**src/rtl/controle_rolhas.sv**
```systemverilog
// Supervisory controller for the bottling line: cork dispenser/reserve bookkeeping,
// refill sequencing, line enable, cork-out alarm and bottle/dozen counting.
module controle_rolhas #(
    parameter int ESTOQUE_MAX     = 99,
    parameter int RESERVA_MAX     = 99,
    parameter int RESERVA_INICIAL = 99,
    parameter int LIMIAR          = 5,
    parameter int LOTE_RECARGA    = 15,
    parameter int LOTE_OPERADOR   = 20,
    parameter int DUZIAS_MAX      = 99
) (
    input  logic       clk,
    input  logic       reset,
    input  logic       start,
    input  logic       stop,
    input  logic       GP,
    input  logic       add_reserva,
    output logic       run,
    output logic       RO,
    output logic       recarga,
    output logic       AL,
    output logic       DZ,
    output logic [6:0] estoque,
    output logic [6:0] reserva,
    output logic [3:0] garrafas,
    output logic [6:0] duzias,
    output logic [1:0] state
);

    typedef enum logic [1:0] {
        PARADO     = 2'd0,
        PRODUZINDO = 2'd1,
        RECARGA    = 2'd2,
        ALARME     = 2'd3
    } estado_t;

    localparam logic [6:0] E_MAX  = 7'(ESTOQUE_MAX);
    localparam logic [7:0] R_MAX  = 8'(RESERVA_MAX);
    localparam logic [6:0] R_INI  = 7'(RESERVA_INICIAL);
    localparam logic [6:0] LIM    = 7'(LIMIAR);
    localparam logic [6:0] LOTE   = 7'(LOTE_RECARGA);
    localparam logic [7:0] L_OPER = 8'(LOTE_OPERADOR);
    localparam logic [6:0] D_MAX  = 7'(DUZIAS_MAX);

    estado_t    estado, estado_next;
    logic [6:0] lote, lote_next, lote_inc;
    logic       stop_latch, latch_next;
    logic       transfer;
    logic [6:0] estoque_next, reserva_next;
    logic [7:0] soma;

    // NOTE: every variable assigned in always_comb gets a default first, so no path can infer a latch.
    always_comb begin
        transfer     = (estado == RECARGA) && (reserva != 7'd0) && (estoque != E_MAX);
        estoque_next = estoque;
        if (transfer && !GP)
            estoque_next = estoque + 7'd1;
        else if (!transfer && GP && estoque != 7'd0)
            estoque_next = estoque - 7'd1;

        // Widened to 8 bits so an operator load cannot wrap before saturation.
        soma         = {1'b0, reserva} + (add_reserva ? L_OPER : 8'd0) - {7'd0, transfer};
        reserva_next = (soma > R_MAX) ? R_MAX[6:0] : soma[6:0];

        estado_next = estado;
        lote_next   = lote;
        latch_next  = stop_latch;
        lote_inc    = lote + 7'd1;

        case (estado)
            PARADO: begin
                if (start && !stop) begin
                    if (estoque > LIM)
                        estado_next = PRODUZINDO;
                    else if (reserva != 7'd0)
                        estado_next = RECARGA;
                    else
                        estado_next = ALARME;
                end
            end
            PRODUZINDO: begin
                if (stop)
                    estado_next = PARADO;
                else if (estoque_next <= LIM && reserva_next != 7'd0)
                    estado_next = RECARGA;
                else if (estoque_next == 7'd0 && reserva_next == 7'd0)
                    estado_next = ALARME;
            end
            RECARGA: begin
                // A stop is only remembered here; the batch always runs to completion.
                if (stop)
                    latch_next = 1'b1;
                if (lote_inc == LOTE || reserva_next == 7'd0 || estoque_next == E_MAX) begin
                    lote_next = 7'd0;
                    if (stop_latch || stop) begin
                        estado_next = PARADO;
                        latch_next  = 1'b0;
                    end else if (estoque_next == 7'd0) begin
                        estado_next = ALARME;
                    end else begin
                        estado_next = PRODUZINDO;
                    end
                end else begin
                    lote_next = lote_inc;
                end
            end
            ALARME: begin
                if (stop)
                    estado_next = PARADO;
                else if (add_reserva)
                    estado_next = RECARGA;
            end
            default: estado_next = PARADO;
        endcase
    end

    // NOTE: sequential state uses non-blocking assignments so all registers update from pre-edge values.
    always_ff @(posedge clk or posedge reset) begin
        if (reset) begin
            estado     <= PARADO;
            estoque    <= 7'd0;
            reserva    <= R_INI;
            garrafas   <= 4'd0;
            duzias     <= 7'd0;
            DZ         <= 1'b0;
            stop_latch <= 1'b0;
            lote       <= 7'd0;
        end else begin
            estado     <= estado_next;
            estoque    <= estoque_next;
            reserva    <= reserva_next;
            stop_latch <= latch_next;
            lote       <= lote_next;
            DZ         <= 1'b0;
            if (GP) begin
                if (garrafas == 4'd11) begin
                    garrafas <= 4'd0;
                    DZ       <= 1'b1;
                    duzias   <= (duzias == D_MAX) ? 7'd0 : duzias + 7'd1;
                end else begin
                    garrafas <= garrafas + 4'd1;
                end
            end
        end
    end

    assign state   = estado;
    assign RO      = (estoque != 7'd0);
    assign recarga = (estado == RECARGA);
    assign AL      = (estado == ALARME);
    assign run     = (estado == PRODUZINDO) || ((estado == RECARGA) && (estoque != 7'd0));

endmodule

```
**config.mk**
```make
export PLATFORM = sky130hd
export DESIGN_NAME = controle_rolhas
export DESIGN_NICKNAME = d
export VERILOG_FILES = /design/src/rtl/controle_rolhas.sv
export SDC_FILE = /design/constraint.sdc
export NUM_CORES = 1
export LEC_CHECK = 0
export CAP_MARGIN = 20
export CORE_MARGIN = 2
export CORE_UTILIZATION = 60
export CTS_BUF_LIST = sky130_fd_sc_hd__clkbuf_8
export CTS_CLUSTER_SIZE = 24
export DETAILED_ROUTE_END_ITERATION = 12
export PLACE_DENSITY = 0.87
export SYNTH_ARGS = -nofsm -noshare
export SYNTH_HDL_FRONTEND = slang
export SYNTH_SLANG_ARGS = --single-unit
export TNS_END_PERCENT = 100
```
**constraint.sdc**
```tcl
create_clock -name clk -period 9.05 [get_ports clk]
set_clock_uncertainty 0.15 [all_clocks]
set_input_delay 0.905 -clock clk [delete_from_list [all_inputs] [get_ports clk]]
set_output_delay 0.905 -clock clk [all_outputs]
set_load 0.01 [all_outputs]
```
==> results.json <==
{
  "cp_cell_sequence": "ha_1, a41o_1, nor2_1, ha_1, inv_1, ha_1, fa_1, a21o_1, a21oi_1, xnor2_1, nor4b_1, nor3_1, o21ai_2, o21ai_0, a21o_1",
  "slowest_stage": "dfrtp_1",
  "vias": 2351,
  "cpMostUsedCell": "ha_1",
  "std_cell_rows": 23,
  "critical_path_class": "register to register",
  "tns_ns": 0,
  "core_area_um2": 4090,
  "syn-num-nets": 317,
  "h-tree-depth": 2,
  "cts.sinks": 36,
  "postCtsSetupRepairBufs": 0,
  "wl_mm": 6.16,
  "initial_core_util_pct": 63.9,
  "cts.path.max_buffers": 2,
  "avgViaCountPerCell": 6.22,
  "netlist_area_um2": 2610,
  "netlist_instances": 293,
  "syn_to_final_growth_pct": 18.1,
  "yosys-top-cells-area": "dfrtp_1 31%, ha_1 8.1%, inv_1 4.5%",
  "cts_tree": "yes",
  "fin_nets": 351,
  "synth_warnings": 0,
  "grt_pass1_wl_mm": 10.3,
  "yosysTopAreaCell": "dfrtp_1",
  "drcViolationCount": 0,
  "pwr_density_cell_nw_per_um2": 317,
  "insertion_delay_ns": 0.29,
  "cts_made_buffers": 5,
  "grt_overflow": 0,
  "ir_drop_mv": 0.218,
  "clk_pin_slew_ns": 0.07,
  "rsz0062_at_grt": "false",
  "slew_violations": 0,
  "crit_required_ns": 9.08,
  "hold_buffers": 0,
  "final-hold-violation-count": 0,
  "finalWorstSetupSlack_ns": 4.79,
  "synth_top_area_share_pct": 30.7,
  "cpLargestDelayFamily": "compound AO/OA/AOI/OAI gates",
  "synth_area_per_cell_um2": 8.91,
  "place_ws_ns": 4.85,
  "clock.fmax_ghz": 0.235,
  "crit_fanout": 14,
  "synth_cell_types": 60,
  "die_area_um2": 4890,
  "async_reset_ff_share_pct": 100,
  "synthFlopType": "dfrtp_1",
  "ioPinCount": 38,
  "critPathBufInv": 1,
  "ant_nets": 0,
  "post_cts_resized": 0,
  "die-height_um": 70.0,
  "track_usage_pct": 25.9,
  "status": "complete, no violations",
  "setup_viol": 0,
  "fin_crit_ns": 4.26,
  "wl_per_cell_um": 16.3,
  "tightestPinTransition_ns": 0.947,
  "portBuffers": 37,
  "leakage_nw": 1.39,
  "synth-edff-count": 0,
  "clockRootBuffer": "clkbuf_8",
  "cp.depth": 15,
  "worstPathArrival_ns": 4.30,
  "synth_common_cells": "32 x dfrtp_1, 31 x inv_1, 21 x nand2_1, 17 x ha_1",
  "n_antenna_cell": 0,
  "yosysSeqAreaShare_pct": 34.7,
  "dp_hpwl_mm": 4.61,
  "cp-end-kind": "register",
  "whs_ns": 0.398,
  "antenna_found_initial": 0,
  "place.gp.congestion": 0.988,
  "critPathMaxStageDelay_ns": 0.49,
  "drt-initial-drc-count": 205,
  "maxSlewHeadroom_pct": 36.0,
  "drt_first_pass_iters": 4,
  "cp-start-kind": "register",
  "rr_worst_depth": 15,
  "hp-class": "register to register",
  "fin_crit_sh_pct": 47.1,
  "grt_pass1_vias": 2184,
  "min_path_cells": 2,
  "yosysMostFrequentCell": "dfrtp_1",
  "grt_max_degree": 37,
  "die_w_um": 70.0,
  "ys_ff_latch": 36,
  "fin_total_pwr_uw": 978,
  "max-cap-violations": 0,
  "drive_gt1_share_pct": 7.32
}
==> registers in the layout (all words and copies together), names as in the netlist <==
name,count
stop_latch,1
garrafas,4
DZ,1
lote,7
state,2
reserva,7
estoque,7
duzias,7
==> cell usage in the layout, fill, tap and decap left out, types with 3 or more instances in the layout <==
cell type	count
o2111ai_1	4
xor2_1	5
nand4_1	3
nand3_1	11
nor3b_1	7
dfrtp_1	32
dfstp_2	4
clkdlybuf4s50_1	37
nand2_1	21
a21oi_1	13
inv_1	32
a211oi_1	6
a21o_1	6
nor3_1	6
o211ai_1	7
nor4_1	6
mux2_2	4
o21ai_0	16
clkbuf_8	6
ha_1	17
nor2_1	16
and3_1	7
o21a_1	3
nand2b_1	5
xnor2_1	5
a31oi_1	3
==> cell type report <==
class,instances,area (um2)
Sequential cell,36,906
Clock inverter,2,11.3
Tap cell,50,62.6
Fill cell,316,1000
Multi-Input combinational cell,215,1530
Timing Repair Buffer,38,378
Clock buffer,6,82.6
Inverter,31,116
==> path summary, 6_finish.rpt <==
kind / from / end / slack, ns
max: estoque[0] / lote[2] / 4.79
min in group asynchronous: reset / duzias[2] / 0.87
max in group asynchronous: reset / reserva[1] / 7.53
min reg2reg: lote[6] / lote[6] / 0.40
min: lote[6] / lote[6] / 0.40
max reg2reg: estoque[0] / lote[2] / 4.79
==> where the power goes <==
part / switching [mW] / total, mW / internal, mW
combinational: 0.288 / 0.548 / 0.260
clock: 0.0585 / 0.119 / 0.0607
sequential: 0.0875 / 0.311 / 0.223
total: 0.434 / 0.978 / 0.544
==> logic make-up after synthesis <==
kind of cell    Yosys count  share of synthesized area (%)
compound gates           83                           23.2
xor+xnor                 10                           3.36
fa+ha+maj                18                           8.92
buf+inv                  42                           6.85
flops                    36                           34.7
mux                       5                           2.11
simple gates             99                           20.9
==> metrics by stage <==
| step | cell area [um2] | std cells | util [%] |
|---|---|---|---|
| finish | 3080 | 378 | 75.4 |
| global route | 3080 | 378 | 75.4 |
| CTS | 3080 | 378 | 75.4 |
| detailed placement | 2990 | 370 | 73.1 |
| global placement | 2990 | 370 | 73.1 |
| floorplan | 2610 | 293 | - |
==> layer usage <==
metal / share of wire (%) / track usage, % / vias up
li1: - / - / 1142
met1: 47 / 36.9 / 1114
met2: 45 / 40.3 / 86
met3: 6.5 / 4.76 / 9
met4: 1.6 / 7.91 / 0
met5: 0 / 0 / -
==> worst min-delay path, cell delays in order (launching register included) <==
cell and delay, ns:
dfrtp_1 0.39, nand2_1 0.06, o21ai_0 0.06
No activity file was read; power rests on OpenSTA's default activity.
